**config.mk**
```make
export PLATFORM = sky130hd
export DESIGN_NAME = router_input_port
export DESIGN_NICKNAME = d
export VERILOG_FILES = /design/src/rtl/router_input_port.sv
export SDC_FILE = /design/constraint.sdc
export NUM_CORES = 1
export LEC_CHECK = 0
export CELL_PAD_IN_SITES_DETAIL_PLACEMENT = 0
export CELL_PAD_IN_SITES_GLOBAL_PLACEMENT = 1
export CORE_UTILIZATION = 50
export CTS_CLUSTER_DIAMETER = 100
export DETAILED_ROUTE_END_ITERATION = 16
export DONT_BUFFER_PORTS = 1
export GPL_TIMING_DRIVEN = 0
export PLACE_DENSITY_LB_ADDON = 0.1
export SYNTH_ARGS = -nofsm -noshare
export SYNTH_HDL_FRONTEND = slang
export SYNTH_SLANG_ARGS = --single-unit
```
**constraint.sdc**
```tcl
create_clock -name clk -period 2.9 [get_ports clk]
set_input_delay 0.435 -clock clk [delete_from_list [all_inputs] [get_ports clk]]
set_output_delay 0.435 -clock clk [all_outputs]
set_load 0.05 [all_outputs]
```
**src/rtl/router_input_port.sv**
```systemverilog
`default_nettype none
// ============================================================================
//  Module   : router_input_port
//  Purpose  : Input port of a 4x4 mesh router on the link from a processing
//             element. Buffers incoming flits in a DEPTH-entry FIFO, exposes
//             the head flit show-ahead, computes an XY dimension-order route
//             request for it, and returns one credit pulse per drained flit.
//  Ports    : clk        - clock, rising edge
//             RST        - asynchronous active-low reset
//             in_data    - flit from upstream PE
//             in_valid   - in_data valid (credit controlled, no ready)
//             credit_out - one-cycle pulse per flit popped (to PE ci)
//             out_data   - head flit (show-ahead)
//             out_valid  - FIFO non-empty
//             out_ready  - switch allocator accepts head flit
//             out_port   - route for head: 0=LOCAL 1=NORTH 2=SOUTH 3=EAST 4=WEST
//             overflow   - sticky: write attempted while full without a pop
//             occupancy  - entries currently held (0..DEPTH)
//  Flit     : [19:18] dest X, [17:16] dest Y, [15:14] src X, [13:12] src Y,
//             [11:0] payload
//  Revision : 1.0 - initial release
// ============================================================================
module router_input_port #(
    parameter int DATA_W = 20,
    parameter int DEPTH  = 4,
    parameter int MY_X   = 1,
    parameter int MY_Y   = 1
) (
    input  logic              clk,
    input  logic              RST,
    input  logic [DATA_W-1:0] in_data,
    input  logic              in_valid,
    output logic              credit_out,
    output logic [DATA_W-1:0] out_data,
    output logic              out_valid,
    input  logic              out_ready,
    output logic [2:0]        out_port,
    output logic              overflow,
    output logic [2:0]        occupancy
);

    localparam int PTR_W = (DEPTH > 1) ? $clog2(DEPTH) : 1;

    localparam logic [PTR_W-1:0] PTR_LAST  = PTR_W'(DEPTH - 1);
    localparam logic [2:0]       OCC_FULL  = 3'(DEPTH);

    localparam logic [1:0] MY_X_C = 2'(MY_X);
    localparam logic [1:0] MY_Y_C = 2'(MY_Y);

    localparam logic [2:0] PORT_LOCAL = 3'd0;
    localparam logic [2:0] PORT_NORTH = 3'd1;
    localparam logic [2:0] PORT_SOUTH = 3'd2;
    localparam logic [2:0] PORT_EAST  = 3'd3;
    localparam logic [2:0] PORT_WEST  = 3'd4;

    // ------------------------------------------------------------------
    // State
    // ------------------------------------------------------------------
    logic [DATA_W-1:0] mem_q [DEPTH];
    logic [PTR_W-1:0]  wr_ptr_q, wr_ptr_d;
    logic [PTR_W-1:0]  rd_ptr_q, rd_ptr_d;
    logic [2:0]        occ_q, occ_d;
    logic              valid_q, valid_d;
    logic              credit_q, credit_d;
    logic              overflow_q, overflow_d;

    logic              full;
    logic              pop;
    logic              push;

    logic [1:0]        dst_x;
    logic [1:0]        dst_y;
    logic [2:0]        route_port;

    // ------------------------------------------------------------------
    // Handshake decode
    // ------------------------------------------------------------------
    assign full = (occ_q == OCC_FULL);
    // out_ready is only meaningful while a head flit is presented.
    assign pop  = valid_q && out_ready;
    // A pop in the same cycle frees the slot, so a full FIFO can still
    // accept a write when it is draining simultaneously.
    assign push = in_valid && (!full || pop);

    // ------------------------------------------------------------------
    // Next-state logic
    // ------------------------------------------------------------------
    always_comb begin
        wr_ptr_d   = wr_ptr_q;
        rd_ptr_d   = rd_ptr_q;
        occ_d      = occ_q;
        overflow_d = overflow_q;

        if (push) begin
            wr_ptr_d = (wr_ptr_q == PTR_LAST) ? '0 : wr_ptr_q + 1'b1;
        end
        if (pop) begin
            rd_ptr_d = (rd_ptr_q == PTR_LAST) ? '0 : rd_ptr_q + 1'b1;
        end

        case ({push, pop})
            2'b10:   occ_d = occ_q + 3'd1;
            2'b01:   occ_d = occ_q - 3'd1;
            default: occ_d = occ_q;
        endcase

        // Dropped write: sticky until reset, storage left untouched.
        if (in_valid && !push) begin
            overflow_d = 1'b1;
        end

        valid_d  = (occ_d != 3'd0);
        credit_d = pop;
    end

    // ------------------------------------------------------------------
    // Registers
    // ------------------------------------------------------------------
    always_ff @(posedge clk or negedge RST) begin
        if (!RST) begin
            wr_ptr_q   <= '0;
            rd_ptr_q   <= '0;
            occ_q      <= 3'd0;
            valid_q    <= 1'b0;
            credit_q   <= 1'b0;
            overflow_q <= 1'b0;
        end else begin
            wr_ptr_q   <= wr_ptr_d;
            rd_ptr_q   <= rd_ptr_d;
            occ_q      <= occ_d;
            valid_q    <= valid_d;
            credit_q   <= credit_d;
            overflow_q <= overflow_d;
        end
    end

    // Storage is cleared on reset so the show-ahead output reads zero
    // immediately after reset.
    always_ff @(posedge clk or negedge RST) begin
        if (!RST) begin
            for (int i = 0; i < DEPTH; i++) begin
                mem_q[i] <= '0;
            end
        end else if (push) begin
            mem_q[wr_ptr_q] <= in_data;
        end
    end

    // ------------------------------------------------------------------
    // Route compute: X first, then Y, from the presented head flit
    // ------------------------------------------------------------------
    assign dst_x = out_data[DATA_W-1 -: 2];
    assign dst_y = out_data[DATA_W-3 -: 2];

    always_comb begin
        route_port = PORT_LOCAL;
        if (valid_q) begin
            if (dst_x > MY_X_C) begin
                route_port = PORT_EAST;
            end else if (dst_x < MY_X_C) begin
                route_port = PORT_WEST;
            end else if (dst_y > MY_Y_C) begin
                route_port = PORT_SOUTH;
            end else if (dst_y < MY_Y_C) begin
                route_port = PORT_NORTH;
            end else begin
                route_port = PORT_LOCAL;
            end
        end
    end

    // ------------------------------------------------------------------
    // Outputs
    // ------------------------------------------------------------------
    assign out_data   = mem_q[rd_ptr_q];
    assign out_valid  = valid_q;
    assign out_port   = route_port;
    assign credit_out = credit_q;
    assign overflow   = overflow_q;
    assign occupancy  = occ_q;

endmodule
`default_nettype wire
```
==> results of run 1 <==
-- synth_stat cells (all sizes together) --
master	n	share of area
a211o	1	0.0024
a21o	2	0.0037
a21oi	1	0.0012
buf	12	0.027
dfrtp	90	0.55
fa	1	0.0049
ha	6	0.018
inv	4	0.0037
mux2	84	0.23
mux4	20	0.12
nand2	2	0.0018
nand3	1	0.0012
nor2	3	0.0028
nor2b	1	0.0015
nor3	1	0.0012
nor3b	2	0.0049
o211ai	4	0.012
o21a	1	0.0018
o21ai	2	0.0034
or3	1	0.0015
xnor2	2	0.0043
-- area by class of cell --
type	count	area [µm²]	area share
plain buffers	12	111	0.0250
clock inverters	6	65.1	0.0146
repair buffers	1	27.5	0.00618
well taps	102	128	0.0287
flip-flops and latches	90	2250	0.506
clock buffers	10	138	0.0309
inverters	4	15.0	0.00337
multi-input cells	135	1720	0.385
-- flip-flops by register name, indices dropped and copies added, names as in the netlist --
name	cells
wr_ptr_q	2
credit_out	1
occupancy	3
rd_ptr_q	2
out_valid	1
overflow	1
mem_q	80
-- worst max-delay path by stage --
| stage | depth (start not counted) | from | slack, ns | to |
|---|---|---|---|---|
| after floorplan | 2 | rd_ptr_q[0] | 0.40 | out_port[2] |
| after global placement | 2 | rd_ptr_q[0] | 0.22 | out_port[2] |
| after detailed placement | 2 | rd_ptr_q[0] | 0.23 | out_port[2] |
| after CTS | 2 | rd_ptr_q[0] | 0.01 | out_port[2] |
| after global routing | 4 | rd_ptr_q[0] | 0.08 | out_port[0] |
| final | 4 | rd_ptr_q[0] | 0.18 | out_port[0] |
-- metal layers --
layer  GRT usage  part of all wire
met1       0.253              0.45
met2       0.307              0.48
met3      0.0476             0.047
met4      0.0833             0.018
met5           0                 0
-- critical path, stage by stage (launching register included) --
cell and delay (ns):
sky130_fd_sc_hd__dfrtp_2 0.46, sky130_fd_sc_hd__buf_6 0.21, sky130_fd_sc_hd__mux4_2 0.71, sky130_fd_sc_hd__nor3b_2 0.24, sky130_fd_sc_hd__o21a_2 0.31
-- logic make-up (layout without fill, tap and decap cells) --
logic type / Yosys count / in the layout / synth area share
adder cells (fa/ha/maj): 7 / 7 / 0.0232
XOR/XNOR: 2 / 2 / 0.00428
AO/OA/AOI/OAI: 11 / 11 / 0.0248
buffers and inverters: 16 / 33 / 0.0309
AND/OR/NAND/NOR: 11 / 11 / 0.0150
flip-flops: 90 / 90 / 0.550
multiplexers: 104 / 104 / 0.351
-- metrics by stage --
| step | hold slack, ns | worst slack, ns | cells |
|---|---|---|---|
| global route | 0.0206 | 0.0815 | 360 |
| finish | -0.0183 | 0.180 | 360 |
| CTS | 0.00193 | 0.0109 | 360 |
| floorplan | 0.139 | 0.397 | 241 |
| detailed placement | 0.142 | 0.233 | 343 |
| global placement | 0.142 | 0.222 | 343 |
-- what timing repair did --
item,4_1_cts,5_1_grt
hold endpoints to repair,90,0
hold buffers,1,0
pin swaps,1,1
gates resized for setup,5,2
endpoints found under the setup margin,3,2
==> metrics.log, run 1 <==
[metrics] crit share post-route: 0.938
[metrics] number of nets in the layout: between 200 and 300
[metrics] clock latency of the later-clocked register in the worst-skew pair: 0.35 ns
[metrics] startpoint type of the worst setup path: flip-flop
[metrics] antenna-violating nets left: 0
[metrics] cell row count: 32
[metrics] violated checks: hold timing
[metrics] Die Span Y: 92.5 µm
[metrics] Peak Freq: 368 MHz
[metrics] Critical Path End Type: output port
[metrics] reg-to-reg setup timing slack: 0.32 ns
[metrics] biggest fanout along the worst timing path: 10
[metrics] share of synthesized area occupied by flip-flops and latches: 0.550
[metrics] Post-Syn Instances: approximately 240
[metrics] Synth Register Bits: 90
[metrics] final antenna diode count: 0
[metrics] leading cell types in the layout, fill and taps excluded: sky130_fd_sc_hd__dfrtp_1, sky130_fd_sc_hd__mux2_2, sky130_fd_sc_hd__mux4_2
[metrics] die outline area: 0.00855 mm²
[metrics] Buffers on Ports: 0
[metrics] fraction of layout instances using a drive strength above 1: 0.512
[metrics] First-pass DRT Iterations: 4
[metrics] via count of the first global-routing pass: approximately 2,300
[metrics] average size of a mapped cell: 17.0 µm²
[metrics] Max transition margin: 0.588
[metrics] Worst Tran Pin Value: 0.619 ns
[metrics] Avg Vias per Cell: around 5.8
[metrics] drt total wl: 7410 µm
[metrics] number of DRC markers in iteration 0: 69
[metrics] post-detail-place hpwl: 4790 µm
[metrics] minimum period implied by the final worst setup slack: around 2.7 ns
[metrics] Final setup violation count: 0
[metrics] signed area change from the synthesized netlist to the final layout: 8.87%
[metrics] count of unresolved DRC violations after routing: 0
[metrics] width of the chip: around 92 µm
[metrics] cell area after layout: 0.00445 mm²
[metrics] Reg2Reg Capture Point: out_valid
[metrics] commonest non-fill, non-tap cell in the layout: sky130_fd_sc_hd__dfrtp_1
[metrics] maximum capacitance violations: 0
[metrics] CTS Root Buffer Type: sky130_fd_sc_hd__clkbuf_8
[metrics] HP Class: input port to async pin
[metrics] largest net degree at the start of global routing: 91
[metrics] DR vias: 2,102
[metrics] critical path required time: about 2.5 ns
[metrics] worst endpoint data arrival time: between 2 and 2.5 ns
[metrics] maximum number of buffers from clock root to sink: 2
[metrics] synth warn: 0
[metrics] total track usage: 0.193
[metrics] first-pass GRT wire length: approximately 12,000 µm
[metrics] Avg WL per Cell: 20.6 µm
[metrics] Inserted Clock Buffers: 9
[metrics] global route overflow: 0
[metrics] final slew viol count: 0
[metrics] Clock H-tree levels: 3
[metrics] number of filler instances in the final layout: 631
[metrics] placeable core area: 0.00781 mm²
[metrics] final clock skew: approximately 0.0077 ns
[metrics] total count of hold-check failures in the final report: 18
[metrics] aggregate negative setup slack: 0 ns
[metrics] final cell utilization of the core: 0.571
[metrics] worst hold slack after final layout: -0.0183 ns
[metrics] total number of clock tree sinks: 90
[metrics] origin of the critical flop-to-flop path: out_valid
[metrics] Final Wtd Congestion: 0.762
[metrics] Netlist cell types: 27
[metrics] number of setup buffers added after CTS: 0
[metrics] Post-Synthesis Net Count: 272
[metrics] clock tree from TritonCTS: yes
[metrics] reg2reg path depth: 7
[metrics] starting density of the core: 0.524
[metrics] Clock transition at path regs: around 0.080 ns
[metrics] setup repair after global routing missed its margin: no
[metrics] area of placed instances: between 0.004 and 0.005 mm²
[metrics] synthesized area: 0.00409 mm²
[metrics] CP Class: flip-flop to output port
[metrics] Boundary Pins: 53
[metrics] number of antenna violations at the first check in global routing: 0
[metrics] outcome: finished with violations
Power of run 1 is not shown: default switching activity piles up to over one toggle a cycle in this logic, so the estimate is an artifact.
==> run 2: changes to the inputs <==
--- a/config.mk
+++ b/config.mk
@@ -13,6 +13,7 @@
 export DONT_BUFFER_PORTS = 1
 export GPL_TIMING_DRIVEN = 0
 export PLACE_DENSITY_LB_ADDON = 0.1
+export SLEW_MARGIN = 5
 export SYNTH_ARGS = -nofsm -noshare
 export SYNTH_HDL_FRONTEND = slang
 export SYNTH_SLANG_ARGS = --single-unit
==> constraint.sdc (replaced) <==
create_clock -name clk -period 3.31 [get_ports clk]
set_input_delay 0.4965 -clock clk [delete_from_list [all_inputs] [get_ports clk]]
set_output_delay 0.4965 -clock clk [all_outputs]
set_load 0.05 [all_outputs]
==> run 2 against run 1 <==
The flow now finishes without violations. Critical path depth fell by 2. Count of clock-buffer cells in the layout rose by 1. Sequential share of layout area rose by 0.21 points. Global-route usage fell by 0.61 points. Clock skew rose by 0.0028 ns. Critical path type unchanged.
==> metrics.log, run 2 (synthesized netlist as in run 1, its figures left out) <==
[metrics] biggest fanout along the worst timing path: 5
[metrics] clock latency of the later-clocked register in the worst-skew pair: 0.35 ns
[metrics] antenna-violating nets left: 0
[metrics] cell area after layout: 0.00443 mm²
[metrics] leading cell types in the layout, fill and taps excluded: sky130_fd_sc_hd__dfrtp_1, sky130_fd_sc_hd__mux2_2, sky130_fd_sc_hd__mux4_1
[metrics] Avg WL per Cell: 19.7 µm
[metrics] Worst Tran Pin Value: about 0.93 ns
[metrics] area of placed instances: 0.00422 mm²
[metrics] Critical Path End Type: output port
[metrics] largest net degree at the start of global routing: 91
[metrics] die outline area: 0.00855 mm²
[metrics] count of unresolved DRC violations after routing: 0
[metrics] routing layer with the top usage in global route: met2
[metrics] fraction of layout instances using a drive strength above 1: 0.484
[metrics] max reg flops: 80
[metrics] placeable core area: 0.00781 mm²
[metrics] commonest non-fill, non-tap cell in the layout: sky130_fd_sc_hd__dfrtp_1
[metrics] via count of the first global-routing pass: 2,114
[metrics] cell row count: 32
[metrics] Final setup violation count: 0
[metrics] Clock transition at path regs: 0.09 ns
[metrics] number of antenna violations at the first check in global routing: 0
[metrics] number of DRC markers in iteration 0: between 40 and 50
[metrics] Top reg by flops: mem_q
[metrics] Clock H-tree levels: 3
[metrics] origin of the critical flop-to-flop path: occupancy[0]
[metrics] width of the chip: 92.5 µm
[metrics] reg-to-reg setup timing slack: 0.75 ns
[metrics] final slew viol count: 0
[metrics] reg2reg path depth: 7
[metrics] starting density of the core: 0.524
[metrics] number of nets in the layout: 284
[metrics] global routing usage on met1: 0.250
[metrics] clock tree from TritonCTS: yes
[metrics] CP Class: flip-flop to output port
[metrics] final antenna diode count: 0
[metrics] Peak Freq: ~330 MHz
[metrics] outcome: completed
[metrics] Setup Slack @ Placement: 0.647 ns
[metrics] total count of hold-check failures in the final report: 0
[metrics] crit share post-route: 0.918
[metrics] global route overflow: 0
[metrics] startpoint type of the worst setup path: flip-flop
[metrics] Buffers on Ports: 0
[metrics] signed area change from the synthesized netlist to the final layout: 8.35%
[metrics] Inserted Clock Buffers: 9
[metrics] minimum period implied by the final worst setup slack: 3.04 ns
[metrics] Boundary Pins: 53
[metrics] maximum number of buffers from clock root to sink: 2
[metrics] critical path required time: 2.81 ns
[metrics] maximum capacitance violations: 0
[metrics] Die Span Y: 92.5 µm
[metrics] worst endpoint data arrival time: 2.54 ns
[metrics] total number of clock tree sinks: 90
[metrics] total track usage: 0.187
[metrics] aggregate negative setup slack: 0 ns
[metrics] Reg2Reg Capture Point: out_valid
[metrics] HP Class: input port to async pin
[metrics] post-CTS sizing: 0
[metrics] worst hold slack after final layout: around 0.050 ns
[metrics] Final Wtd Congestion: 0.684
[metrics] CTS Root Buffer Type: sky130_fd_sc_hd__clkbuf_8
[metrics] number of setup buffers added after CTS: 0
[metrics] Avg Vias per Cell: 5.64
[metrics] final clock skew: approximately 0.010 ns
[metrics] First-pass DRT Iterations: 4
[metrics] GRT met3 Usage: 0.0525
[metrics] global routing met2 resource utilization: 0.291
[metrics] Max transition margin: 0.379
[metrics] post-detail-place hpwl: 4610 µm
[metrics] first-pass GRT wire length: 11,700 µm
[metrics] setup repair after global routing missed its margin: no
[metrics] smallest setup slack after layout: around 0.27 ns
[metrics] DR vias: 2,030
[metrics] drt total wl: 7090 µm
run 2: final cells by class:
type	instances	area [µm²]
Fill cell	628	3370
Sequential cell	90	2250
Clock buffer	11	141
Tap cell	102	128
Buffer	12	111
Inverter	4	15.0
Clock inverter	5	40.0
Multi-Input combinational cell	135	1720
Timing Repair Buffer	1	27.5
run 2: how the worst max path moves through the flow:
| stage | startpoint | end | slack (ns) | cells after the start |
|---|---|---|---|---|
| 2_1_floorplan | rd_ptr_q[0] | out_port[2] | 0.27 | 2 |
| 3_5_place_dp | rd_ptr_q[0] | out_port[2] | 0.65 | 2 |
| 5_1_grt | rd_ptr_q[0] | out_port[2] | 0.16 | 2 |
| 6_report | rd_ptr_q[0] | out_port[2] | 0.27 | 2 |
| 3_3_place_gp | rd_ptr_q[0] | out_port[2] | 0.11 | 2 |
| 4_1_cts | rd_ptr_q[0] | out_port[2] | 0.25 | 2 |
run 2: worst max-delay path, cell delays in order, from the launching register on:
cell,delay [ns]
sky130_fd_sc_hd__dfrtp_1,0.48
sky130_fd_sc_hd__mux4_1,0.91
sky130_fd_sc_hd__nor3b_2,0.80
run 2: what timing repair did:
| item | in CTS | in global routing |
|---|---|---|
| hold buffers | 1 | 0 |
| endpoints found under the hold margin | 90 | 0 |
| setup endpoints to repair | 0 | 0 |
run 2: layer usage:
layer / share of wire / wire length, µm
met1: 0.44 / 3130
met2: 0.49 / 3470
met3: 0.053 / 379
met4: 0.017 / 118
met5: 0 / 0
run 2: per-stage QoR:
stage / instances / utilization
global route: 360 / 0.568
global placement: 343 / 0.540
CTS: 360 / 0.568
finish: 360 / 0.568
detailed placement: 343 / 0.541
floorplan: 241 / -
Power of run 2 is left out for the same reason.
